==> config.mk <==
export PLATFORM = sky130hd
export DESIGN_NAME = control_pc
export DESIGN_NICKNAME = d
export VERILOG_FILES = /design/src/rtl/control_pc.sv
export SDC_FILE = /design/constraint.sdc
export NUM_CORES = 1
export LEC_CHECK = 0
export ABC_AREA = 1
export CORE_ASPECT_RATIO = 1.75
export CORE_UTILIZATION = 45
export CTS_CLUSTER_SIZE = 12
export DETAILED_ROUTE_END_ITERATION = 8
export PLACE_DENSITY = 0.89
export SLEW_MARGIN = 20
export SYNTH_ARGS = -nofsm -noshare
export SYNTH_HDL_FRONTEND = slang
export SYNTH_SLANG_ARGS = --single-unit
==> constraint.sdc <==
create_clock -name clk -period 1.78 [get_ports clk]
set_input_delay 0.356 -clock clk [delete_from_list [all_inputs] [get_ports clk]]
set_output_delay 0.356 -clock clk [all_outputs]
set_load 0.05 [all_outputs]
==> src/rtl/control_pc.sv <==
// control_pc: program counter and subroutine control stage feeding the
// program stack `pila`. Produces the fetch address, pushes return addresses
// on llamada, pops on retorno, and locks into ERROR on stack over/underflow.
// Optional build macro CONTROL_PC_SALTO_RELATIVO_EN: salto adds destino to pc
// as a two's-complement offset instead of loading it as an absolute address.
module control_pc #(
  parameter int unsigned ANCHO_PC    = 10,
  parameter int unsigned PROFUNDIDAD = 63,
  parameter logic [ANCHO_PC-1:0] VECTOR_RESET = '0
) (
  input  logic                clk,
  input  logic                reset,
  input  logic                habilita,
  input  logic                salto,
  input  logic                llamada,
  input  logic                retorno,
  input  logic [ANCHO_PC-1:0] destino,
  input  logic [ANCHO_PC-1:0] datoPila,
  output logic [ANCHO_PC-1:0] pc,
  output logic                pilaActiva,
  output logic                pilaPush,
  output logic [ANCHO_PC-1:0] pilaDatos,
  output logic [6:0]          profundidad,
  output logic                error
);

  typedef enum logic [1:0] {
    ST_INICIO  = 2'd0,
    ST_EJECUTA = 2'd1,
    ST_ERROR   = 2'd2
  } estado_t;

  localparam logic [6:0] PROF_MAX = 7'(PROFUNDIDAD);

  estado_t             estado_q, estado_d;
  logic [ANCHO_PC-1:0] pc_q, pc_d;
  logic [6:0]          prof_q, prof_d;
  logic [ANCHO_PC-1:0] pc_mas_uno;

  assign pc_mas_uno  = pc_q + 1'b1;
  assign pc          = pc_q;
  assign pilaDatos   = pc_mas_uno;
  assign profundidad = prof_q;
  assign error       = (estado_q == ST_ERROR);

  // State, PC and depth registers; async active-low reset.
  always_ff @(posedge clk or negedge reset) begin
    if (!reset) begin
      estado_q <= ST_INICIO;
      pc_q     <= VECTOR_RESET;
      prof_q   <= '0;
    end else begin
      estado_q <= estado_d;
      pc_q     <= pc_d;
      prof_q   <= prof_d;
    end
  end

  // Next-state and stack commands; retorno > llamada > salto > sequential.
  always_comb begin
    estado_d   = estado_q;
    pc_d       = pc_q;
    prof_d     = prof_q;
    pilaActiva = 1'b0;
    pilaPush   = 1'b0;
    case (estado_q)
      ST_INICIO: estado_d = ST_EJECUTA;
      ST_EJECUTA: begin
        if (habilita) begin
          if (retorno) begin
            if (prof_q != '0) begin
              pilaActiva = 1'b1;
              pc_d       = datoPila;
              prof_d     = prof_q - 7'd1;
            end else begin
              estado_d = ST_ERROR;
            end
          end else if (llamada) begin
            if (prof_q < PROF_MAX) begin
              pilaActiva = 1'b1;
              pilaPush   = 1'b1;
              pc_d       = destino;
              prof_d     = prof_q + 7'd1;
            end else begin
              estado_d = ST_ERROR;
            end
          end else if (salto) begin
`ifdef CONTROL_PC_SALTO_RELATIVO_EN
            pc_d = pc_q + destino;
`else
            pc_d = destino;
`endif
          end else begin
            pc_d = pc_mas_uno;
          end
        end
      end
      default: ;
    endcase
  end

endmodule

======== Word level (Yosys, flattened, before mapping) ========
Index checks and enable logic that the tools add are counted.
storage, ports and cells
  bits in registers ....................... 19
  bits of input ports ..................... 26
  output and inout bits ................... 30
cells by class
  add/sub/neg operators ................... 3
  magnitude comparators ................... 1
  equality and inequality tests ........... 8
  muxes and demuxes ....................... 24
  reduce and logical (&&, ||, !) cells .... 8
operators by type and width
  cell                                                  count
  2-to-1 mux 10 bit                                     5
  2-to-1 mux 7 bit                                      4
  adder 10 x 1 -> 10 bit (second input constant)        1
  2-to-1 mux 2 bit                                      5
  AND reduction 5 bit                                   2
  2-to-1 mux 1 bit                                      9
  != test 3 bit (second input constant)                 3
  adder 7 x 1 -> 7 bit (second input constant)          1
  < comparator 7 x 6 -> 1 bit (second input constant)   1
  nonzero test 7 bit                                    1
  subtractor 7 x 1 -> 7 bit (second input constant)     1
  nonzero test 2 bit                                    3
  one-hot mux 2 bit (2 select lines)                    1
  AND reduction 4 bit                                   1
  != test 3 x 1 -> 1 bit (second input constant)        1
  equality test 2 x 1 -> 1 bit (second input constant)  1
  equality test 2 bit (second input constant)           1
  zero test 2 bit                                       1
  != test 2 x 1 -> 1 bit (second input constant)        1
  != test 2 bit (second input constant)                 1

======== Longest topological paths before layout ========
Gate-level depths: netlist (run 1).
  depth after elaboration ................. 6
  mapped depth ............................ 10
  gate-level depth less buffers ........... 10

======== Least setup slack after synthesis (run 1) ========
OpenSTA, ideal clock, no wires.
  kind .................................... flip-flop to flip-flop
  from .................................... register pc_q[0], in the netlist pc[0]
  to ...................................... register pc_q[7], in the netlist pc[7]
  library setup time ...................... 118 ps
  arrival ................................. 1999 ps
  data required time ...................... 1662 ps
  slack ................................... -337 ps
  stages on the path, launching flop included .. 10
  buffers on the path ..................... 0
  cells stage by stage .................... dfrtp_1 inv_1 nor2_1 nand2_1 nand2_1 nand2_1 nand2_1 nand2_1 nand2_1 nand2_1
between the ends
  cells in the longest elaborated chain, start to end .. 4
ends and longest elaborated chain
  what                    RTL line  RTL
  from (decl)             36        logic [ANCHO_PC-1:0] pc_q, pc_d;
  from (signal assigned)  54        pc_q <= pc_d;
  adder 10 x 1 -> 10 bit  40        assign pc_mas_uno = pc_q + 1'b1;
  named net pilaDatos[7]  22        output logic [ANCHO_PC-1:0] pilaDatos,
  2-to-1 mux 10 bit       87        end else if (salto) begin
  2-to-1 mux 10 bit       78        end else if (llamada) begin
  2-to-1 mux 10 bit       70        if (retorno) begin
The timed path passes the listed nets, and every way through them passes these cells.
A chain may end at the register's enable or synchronous reset.

======== Worst setup path after layout (run 1) ========
  from .................................... register pc_q[0], in the netlist pc[0]
  to ...................................... output port pilaDatos[7]
between the ends
  cells in the longest elaborated chain, start to end .. 1
ends and longest elaborated chain
  what                    RTL line
  adder 10 x 1 -> 10 bit  40
  to (decl)               22
Every way passes these cells.

==> load_flow_metrics.sql, run 1 <==
INSERT INTO impl_metrics (metric_group, metric, value, unit) VALUES
('worst_setup_path', 'crit_path_max_fanout', '4', ''),
('timing', 'report.final.hold_viol_count', '0', ''),
('status', 'outcome', 'complete, but fails checks', ''),
('yosys', 'postSynthRegisterBits', '19', ''),
('floorplanning', 'top_level_ports', '56', ''),
('detailed_routing', 'drt_pass1_iterations', '4', ''),
('detailed_routing', 'final_antenna_net_count', '0', ''),
('floorplanning', 'die_h', '79.5', 'um'),
('layout', 'post_layout_nonfiller_instances', '366', ''),
('detailed_routing', 'drc', '0', ''),
('power', 'cellLeakagePower', '1.34', 'nW'),
('clocking', 'clk_path_buf_depth', '2', ''),
('timing', 'maxSlewHeadroom', '76.2', '%'),
('yosys', 'synth.top_cells.by_count', 'nand2_1, nor2_1, inv_1', ''),
('job', 'drv.max_cap_violation_count', '0', ''),
('yosys', 'syn-cell-area', '1540', 'um2'),
('global_routing', 'antenna_found_initial', '0', ''),
('floorplanning', 'initial_utilization', '48.1', '%'),
('floorplanning', 'fp.coreArea', '3210', 'um2'),
('detailed_routing', 'via_total_after_detailed_routing', '2018', ''),
('timing', 'unrepaired_setup_endpoints_after_global_routing', 'yes', ''),
('yosys', 'syn_nets', '268', ''),
('yosys', 'number_of_different_library_cells_in_the_post_synthesis_netlist', '28', ''),
('yosys', 'async_reset_ff_share', '100', '%'),
('yosys', 'yosysMostFrequentCell', 'nand2_1', ''),
('yosys', 'synth_top_area_cell', 'dfrtp_1', ''),
('worst_setup_path', 'setup.worst_path.end_class', 'output port', ''),
('timing', 'finalSetupViolCount', '6', ''),
('clocking', 'cts_buffers', '3', ''),
('layout', 'fraction_of_layout_cells_with_a_size_suffix_above_1', '39.0', '%'),
('detailed_routing', 'initial_detailed_routing_violation_count', '84', ''),
('clocking', 'hold_fix_buffer_count_after_cts', '0', ''),
('placement', 'placer_s_final_routability_congestion_estimate', '0.873', ''),
('yosys', 'netlist_top_cells_area', 'dfrtp_1, nand2_1, nor2_1', ''),
('global_routing', 'grt_pass1_wl', '8170', 'um'),
('clocking', 'root_buf_cell', 'clkbuf_8', ''),
('floorplanning', 'design.die.area', '3680', 'um2'),
('worst_setup_path', 'timing.setup.critical_path_class', 'flop to output port', ''),
('yosys', 'synth-edff-count', '0', ''),
('timing', 'min_period', '1.86', 'ns'),
('power', 'powerDensity', '347', 'nW/um2'),
('worst_setup_path', 'worstSetupStartpointType', 'flop', ''),
('layout', 'antenna_cells', '0', ''),
('layout', 'design.final.nets', '357', ''),
('clocking', 'cts.clk_slew.worst_paths', '0.08', 'ns'),
('power', 'worst_ir_drop_vdd', '0.372', 'mV'),
('clocking', 'tritoncts', 'done', ''),
('floorplanning', 'row_count', '27', ''),
('detailed_routing', 'routedWlPerCell', '16.6', 'um'),
('timing', 'fin_hold_ws', '0.436', 'ns'),
('yosys', 'synth.yosys.warnings', '0', ''),
('yosys', 'yosysSeqAreaShare', '30.8', '%'),
('detailed_routing', 'drt_wl_total', '6060', 'um'),
('placement', 'half_perimeter_wire_length_after_placement', '3790', 'um'),
('floorplanning', 'die_x', '46.3', 'um'),
('timing', 'max_freq', '0.537', 'GHz'),
('timing', 'finalCritPeriodShare', '105', '%'),
('clocking', 'cts_max_level', '1', ''),
('global_routing', 'vias_in_the_first_global_route', '1882', ''),
('status', 'violations', 'setup timing', ''),
('clocking', 'worst_skew_pair.late_latency', '0.26', 'ns'),
('yosys', 'syn_inst', '235', ''),
('placement', 'buffer_ports.inserted', '55', ''),
('worst_hold_path', 'hold_path_class', 'primary input to async pin', ''),
('yosys', 'synthFlopType', 'dfrtp_1', ''),
('layout', 'fill_cells', '190', ''),
('yosys', 'avgSynthCellArea', '6.56', 'um2'),
('global_routing', 'grt_start_max_net_pins', '20', ''),
('timing', 'timing_worst_slew_pin_value', '0.357', 'ns'),
('placement', 'place_inst', '347', ''),
('timing', 'final-max-slew-violation-count', '0', ''),
('yosys', 'yosysTopAreaCellShare', '30.8', '%'),
('timing', 'final_critical_path_setup_slack', '-0.0824', 'ns'),
('global_routing', 'grtUsageTotal', '30.6', '%'),
('detailed_routing', 'viasPerCell', '5.51', ''),
('clocking', 'cts.sinks', '19', ''),
('global_routing', 'globalRoute.totalOverflow', '0', ''),
('worst_setup_path', 'worst_ep_required_time', '1.42', 'ns'),
('layout', 'area.growth.synth_to_final', '73.9', '%'),
('timing', 'fin_worst_skew', '0.00333', 'ns'),
('worst_setup_path', 'worst_ep_arrival_time', '1.51', 'ns');
## sequential cells by signal, indices dropped and copies added, names as in the netlist
| signal | cells |
|---|---|
| pc | 10 |
| profundidad | 7 |
| estado_q | 2 |
## cells by family after synthesis
group / synth area share, %
XOR/XNOR: 3.41
buffers and inverters: 8.27
flip-flops: 30.8
AND/OR/NAND/NOR: 43.4
AO/OA/AOI/OAI: 7.95
adder cells (fa/ha/maj): 6.16
## path summary, 6_finish.rpt
check / from / to / slack [ns] / cells after the start
worst max register to register: profundidad[5] / profundidad[5] / 0.10 / 9
worst min-delay path: reset / estado_q[0] / 0.44 / 2
worst min register to register: estado_q[1] / estado_q[1] / 0.52 / 2
max in group asynchronous: reset / profundidad[4] / 1.10 / 2
worst max-delay path: pc[0] / pilaDatos[7] / -0.08 / 6
min in group clk: estado_q[1] / estado_q[1] / 0.52 / 2
## metrics by stage
step	setup WS (ns)	cell area [um2]	setup TNS, ns	total power, W	utilization, %
after floorplan	0.000547	1580	0	0.000504	-
final	-0.0824	2680	-0.232	0.000931	83.6
after CTS	-0.0543	2540	-0.128	0.000915	79.1
after global placement	-0.303	2370	-1.23	0.000604	73.8
after detailed placement	-0.357	2370	-1.70	0.000606	73.8
after global routing	-0.159	2680	-0.756	0.000960	83.6
## metal layers
layer | global-route usage [%] | routed length, um
met1 | 31.2 | 1920
met2 | 56.3 | 3450
met3 | 2.49 | 379
met4 | 17.1 | 311
met5 | 0 | 0
## critical path, cell delays in order (launching register included)
cell        delay [ns]
dfrtp_2           0.46
buf_6             0.14
clkinvlp_4        0.10
nor2_4            0.16
nand3b_1          0.14
nand2_4           0.11
buf_12            0.13
## cell usage in the layout (no fill, tap or decap), drive strengths merged
cell,instances
nor3,1
ha,6
nand3b,2
inv,21
or2,3
a21oi,11
a31oi,1
buf,64
clkdlybuf4s50,23
dlymetal6s2s,2
o21ai,10
and2,2
nand4,3
fa,1
clkbuf,4
xnor2,3
dfrtp,19
nor2,28
clkinvlp,1
xor2,3
nand3,21
nand2,94
## power breakdown
part	leakage (nW)	internal, W	total, W	switching [W]
registers	0.222	0.000431	0.000431	0
logic	1.10	0.0000977	0.000186	0.0000884
clock network	0.0228	0.000159	0.000314	0.000155
total	1.34	0.000688	0.000931	0.000243
## cell type report
type	count	area (um2)	area share, %
repair buffers	89	906	33.8
inverters	22	88.8	3.31
flip-flops and latches	19	492	18.3
clock buffers	4	45.0	1.68
well taps	43	53.8	2.01
multi-input cells	189	1100	40.9
## timing repair
action / CTS / global route
setup buffers: 5 / 10
pin swaps: 7 / 14
endpoints found under the setup margin: 9 / 11
gates resized for setup: 24 / 20
Power figures use the tool's default switching activity.
==> run 2: changes to the inputs <==
- GPL_TIMING_DRIVEN: not set -> 0
==> run 2 against run 1 <==
Effect of this change:
- cell count fell by 0.55%
- clock-buffer cell count did not move
- routed wire length fell by 14%
- power fell by 3.3%
- utilization fell by 3.1 points
- the flow still finishes with violations (setup timing)
- maximum frequency fell by 0.57%
- sequential share of layout area rose by 0.76 points
==> load_flow_metrics.sql, run 2 (synthesis results as in run 1) <==
INSERT INTO impl_metrics (metric_group, metric, value, unit) VALUES
('floorplanning', 'die_x', '46.3', 'um'),
('timing', 'fin_hold_ws', '0.469', 'ns'),
('timing', 'max_freq', '0.534', 'GHz'),
('detailed_routing', 'via_total_after_detailed_routing', '1910', ''),
('global_routing', 'antenna_found_initial', '0', ''),
('detailed_routing', 'viasPerCell', '5.25', ''),
('clocking', 'tritoncts', 'done', ''),
('status', 'outcome', 'complete, but fails checks', ''),
('detailed_routing', 'drc', '0', ''),
('layout', 'fraction_of_layout_cells_with_a_size_suffix_above_1', '34.3', '%'),
('timing', 'report.final.hold_viol_count', '0', ''),
('timing', 'maxSlewHeadroom', '38.1', '%'),
('clocking', 'worst_skew_pair.late_latency', '0.26', 'ns'),
('placement', 'place_inst', '333', ''),
('worst_hold_path', 'hold_path_class', 'flop to flop', ''),
('global_routing', 'vias_in_the_first_global_route', '1836', ''),
('timing', 'finalSetupViolCount', '4', ''),
('global_routing', 'globalRoute.totalOverflow', '0', ''),
('clocking', 'cts.clk_slew.worst_paths', '0.07', 'ns'),
('clocking', 'cts.sinks', '19', ''),
('timing', 'min_period', '1.87', 'ns'),
('floorplanning', 'fp.coreArea', '3210', 'um2'),
('floorplanning', 'initial_utilization', '48.1', '%'),
('clocking', 'cts_buffers', '3', ''),
('clocking', 'cts_max_level', '1', ''),
('layout', 'antenna_cells', '0', ''),
('worst_setup_path', 'worst_ep_arrival_time', '1.52', 'ns'),
('clocking', 'root_buf_cell', 'clkbuf_8', ''),
('power', 'worst_ir_drop_vdd', '0.329', 'mV'),
('placement', 'buffer_ports.inserted', '55', ''),
('worst_setup_path', 'worstSetupStartpointType', 'flop', ''),
('power', 'cellLeakagePower', '1.32', 'nW'),
('layout', 'post_layout_nonfiller_instances', '364', ''),
('detailed_routing', 'final_antenna_net_count', '0', ''),
('detailed_routing', 'initial_detailed_routing_violation_count', '42', ''),
('layout', 'area.growth.synth_to_final', '67.4', '%'),
('worst_setup_path', 'timing.setup.critical_path_class', 'flop to output port', ''),
('timing', 'totalNegativeSetupSlack', '-0.202', 'ns'),
('placement', 'placer_s_final_routability_congestion_estimate', '0.889', ''),
('job', 'drv.max_cap_violation_count', '0', ''),
('global_routing', 'grt_pass1_wl', '7840', 'um'),
('timing', 'finalCritPeriodShare', '105', '%'),
('clocking', 'hold_fix_buffer_count_after_cts', '0', ''),
('floorplanning', 'top_level_ports', '56', ''),
('global_routing', 'grt_start_max_net_pins', '20', ''),
('global_routing', 'grtUsageTotal', '29.1', '%'),
('layout', 'final_common_cell', 'nand2_1', ''),
('timing', 'fin_worst_skew', '0.000897', 'ns'),
('floorplanning', 'row_count', '27', ''),
('timing', 'timing_worst_slew_pin_value', '0.925', 'ns'),
('placement', 'half_perimeter_wire_length_after_placement', '3370', 'um'),
('clocking', 'clk_path_buf_depth', '2', ''),
('floorplanning', 'design.die.area', '3680', 'um2'),
('layout', 'design.final.nets', '355', ''),
('detailed_routing', 'drt_wl_total', '5190', 'um'),
('timing', 'unrepaired_setup_endpoints_after_global_routing', 'yes', ''),
('floorplanning', 'die_h', '79.5', 'um'),
('worst_setup_path', 'setup.worst_path.end_class', 'output port', ''),
('detailed_routing', 'drt_pass1_iterations', '4', ''),
('timing', 'final-max-slew-violation-count', '0', ''),
('status', 'violations', 'setup timing', ''),
('timing', 'final_critical_path_setup_slack', '-0.0931', 'ns'),
('worst_setup_path', 'crit_path_max_fanout', '6', ''),
('worst_setup_path', 'worst_ep_required_time', '1.42', 'ns'),
('detailed_routing', 'routedWlPerCell', '14.3', 'um'),
('layout', 'largest_register_ff_count', '10', ''),
('power', 'powerDensity', '349', 'nW/um2'),
('layout', 'layout_common_cells', 'nand2_1, buf_4, clkdlybuf4s50_1', '');
## run 2: changes by cell type in the layout (fill, tap and decap cells not counted), moves of 2 or more
cell and change:
buf_4 -23, dlygate4sd2_1 +20, buf_12 -13, buf_8 +9, nand2_2 +6, nand2_1 -5, buf_2 +3, buf_6 +2
dlymetal6s2s_1 -2
## run 2: power breakdown
part	switching (W)	internal (W)	total (W)	leakage, nW
Combinational	0.0000774	0.0000799	0.000157	1.08
Sequential	0	0.000431	0.000431	0.220
Clock	0.000152	0.000160	0.000312	0.0228
## run 2: layout make-up
cell class	instances	area [um2]
Multi-Input combinational cell	189	1090
Clock buffer	4	45.0
Fill cell	226	627
Inverter	22	92.6
Tap cell	43	53.8
Sequential cell	19	493
Timing Repair Buffer	82	759
Buffer	5	46.3
## run 2: repair_timing
action                                  4_1_cts  5_1_grt
hold endpoints to repair                      0        0
setup buffers                                10       17
pin swaps                                     8        9
endpoints found under the setup margin       35       15
resized for setup                           114       40
## run 2: metrics by stage
step,utilization [%],area [um2],worst slack (ns),total power [W]
finish,80.5,2580,-0.0931,0.000900
global route,80.5,2580,-0.145,0.000932
CTS,73.5,2360,-0.121,0.000893
detailed placement,68.0,2180,-1.14,0.000587
global placement,68.0,2180,-1.10,0.000584
floorplan,-,1580,0.000547,0.000504
## run 2: layer usage
metal	up-vias	GRT usage [%]	wire length (um)
met3	20	4.30	215
met4	0	15.0	217
met5	-	0	0
met1	896	28.6	1810
li1	918	-	-
met2	76	54.1	2950
## run 2: final timing paths
path / start / slack [ns] / to / cells after the start
max in group asynchronous: reset / 0.54 / pc[1] / 1
min reg2reg: estado_q[1] / 0.47 / estado_q[1] / 2
min in group asynchronous: reset / 0.61 / pc[7] / 1
min: estado_q[1] / 0.47 / estado_q[1] / 2
max: profundidad[5] / -0.09 / pilaActiva / 6
max reg2reg: pc[0] / 0.11 / pc[8] / 12
## run 2: worst max-delay path, stage by stage, from the launching register on
cell,delay [ns]
dfrtp_2,0.46
nor3_4,0.24
nand2_2,0.09
nand3_2,0.09
nand2_2,0.09
buf_6,0.14
buf_8,0.14
==> edit, RTL diff (config.mk and constraints of run 2) <==
Encoding of `estado_t`: now one-hot (3 bits for 3 values).
--- a/src/rtl/control_pc.sv
+++ b/src/rtl/control_pc.sv
@@ -25,8 +25,8 @@
 );
 
-  typedef enum logic [1:0] {
-    ST_INICIO  = 2'd0,
-    ST_EJECUTA = 2'd1,
-    ST_ERROR   = 2'd2
+  typedef enum logic [2:0] {
+    ST_INICIO  = 3'b001,
+    ST_EJECUTA = 3'b010,
+    ST_ERROR   = 3'b100
   } estado_t;
 
Function: no difference found for any inputs over 10 cycles, from zero or initial values and one cycle with reset low; not proved beyond that.
==> edit against run 2 <==
- non-clock buffer count is 1 lower
- synthesized cell count is 5.1% higher
- wire length is 10% higher
- cell area is 4.2% higher
- maximum frequency is 1.1% lower
- sequential cell count is 1 higher
- area after synthesis is 6.2% higher
- critical path type unchanged
- worst setup slack worse by 0.021 ns
- critical endpoint is now pilaDatos[8]
- the run still ends with setup timing left
- worst hold slack better by 0.062 ns
Power is not compared: it rests on default switching activity, and its combinational part moved more than twofold at a synthesized area within 25%.
==> edit: results (changes against run 2) <==
- Failing checks: setup timing
- Post CTS Setup Buffer Count: 7 (-3)
- Post-synthesis sequential area ratio: 0.306 (-0.00185)
- Reg2reg path depth: 11 (-1)
- Final setup skew: 0.00794 ns (+0.00705 ns)
- # setup viols final: 8 (+4)
- Initial DRC Count: 58 (+38%)
- Vias in the first global route: 1894 (+3.2%)
- Wire per inst: 15.2 um (+6.6%)
- Status: finished with violations
- Worst rel slew slack: 0.371 (-0.00990)
- Crit Path Max Fanout: 5 (-1)
- Worst min-delay path endpoint: estado_q[0]$_DFFE_PN1P_
- Met2 WL: 3230 um (+9.3%)
- Detailed Place HPWL: 3690 um (+9.4%)
- Largest net degree at the start of global routing: 21 (+5.0%)
- Final Wtd Congestion: 0.810 (-8.9%)
- Critical path data arrival time: 1.54 ns (+0.02 ns)
- Min-delay src: estado_q[0]$_DFFE_PN1P_
- Cell Area, Placed: 2270 um^2 (+4.0%)
- Post-Synth Adder-Cell Area: 0.0581 (-0.00358)
- Synthesized Nets: 280 (+4.5%)
- GRT Total Usage: 0.286 (-0.00525)
- Reg2reg end: profundidad[5]$_DFFE_PN0P_
- DR WL met3: 310 um (+44%)
- Ys Warns: 0 (unchanged)
- Vias: 1977 (+3.5%)
- #FFs+latches synth: 20 (+1)
- Met1 usage: 0.257 (-0.0293)
- Library cells used by synthesis: 31 (+11%)
- GR Layer Usage met3: 0.0484 (+0.00537)
- Post-route worst setup slack: -0.115 ns (-0.0215 ns)
- Beginning of the worst register-to-register path: profundidad[0]$_DFFE_PN0P_
- XOR/XNOR share of the synthesized area: 0.0428 (+0.00872)
- Cells after DPL: 347 (+4.2%)
- Syn Area/Cell: 6.63 um^2 (+1.0%)
- Post-synthesis mux area share: 0.00611 (+0.00611)
- Synth Area in Compound Gates: 0.0840 (+0.00455)
- Fraction of layout cells with a size suffix above 1: 0.329 (-0.0134)
- Synth area leaders: dfrtp_1 (29%), nand2_1 (20%), nand3_1 (7.3%), inv_1 (7.1%), ha_1 (4.6%)
## edit: cell types whose count changed after synthesis, moves of 3 or more
cell	run 2	this run
inv_1	21	31
nor2_1	26	16
nand3_1	19	24
a21oi_1	11	7
o21ai_1	0	4
a21o_1	0	3
nand2_1	92	89
xor2_1	3	6
## edit: power groups by stage
| stage | Sequential [mW] | Clock (mW) | Combinational [mW] |
|---|---|---|---|
| after global placement | 0.510 | 0 | 0.451 |
| after CTS | 0.505 | 0.359 | 0.477 |
| after detailed placement | 0.512 | 0 | 0.462 |
| after global routing | 0.509 | 0.389 | 0.572 |
| after floorplan | 0.574 | 0 | 0.217 |
| final | 0.507 | 0.361 | 0.536 |
## edit: area by class of cell
| cell class | instances | area [um^2] | share of cell area |
|---|---|---|---|
| Buffer | 6 | 50.0 | 0.0186 |
| Clock buffer | 4 | 55.1 | 0.0205 |
| Inverter | 31 | 120 | 0.0446 |
| Multi-Input combinational cell | 190 | 1160 | 0.430 |
| Sequential cell | 20 | 519 | 0.193 |
| Tap cell | 45 | 56.3 | 0.0209 |
| Timing Repair Buffer | 80 | 732 | 0.272 |
## edit: stage by stage
step           hold slack [ns]  setup TNS, ns  setup slack (ns)
6_report                 0.531         -0.422            -0.115
5_1_grt                  0.543         -0.934            -0.200
4_1_cts                  0.532         -0.294            -0.135
3_5_place_dp             0.503         -10.34             -1.01
3_3_place_gp             0.481          -9.64             -1.01
2_1_floorplan           0.0604              0          0.000109
## edit: critical path, delay by kind of cell, from the launching register on
| family | cells | cell delay (ns) |
|---|---|---|
| buf+inv | 2 | 0.23 |
| fa+ha+maj | 1 | 0.19 |
| simple gates | 3 | 0.41 |
| flops | 1 | 0.44 |
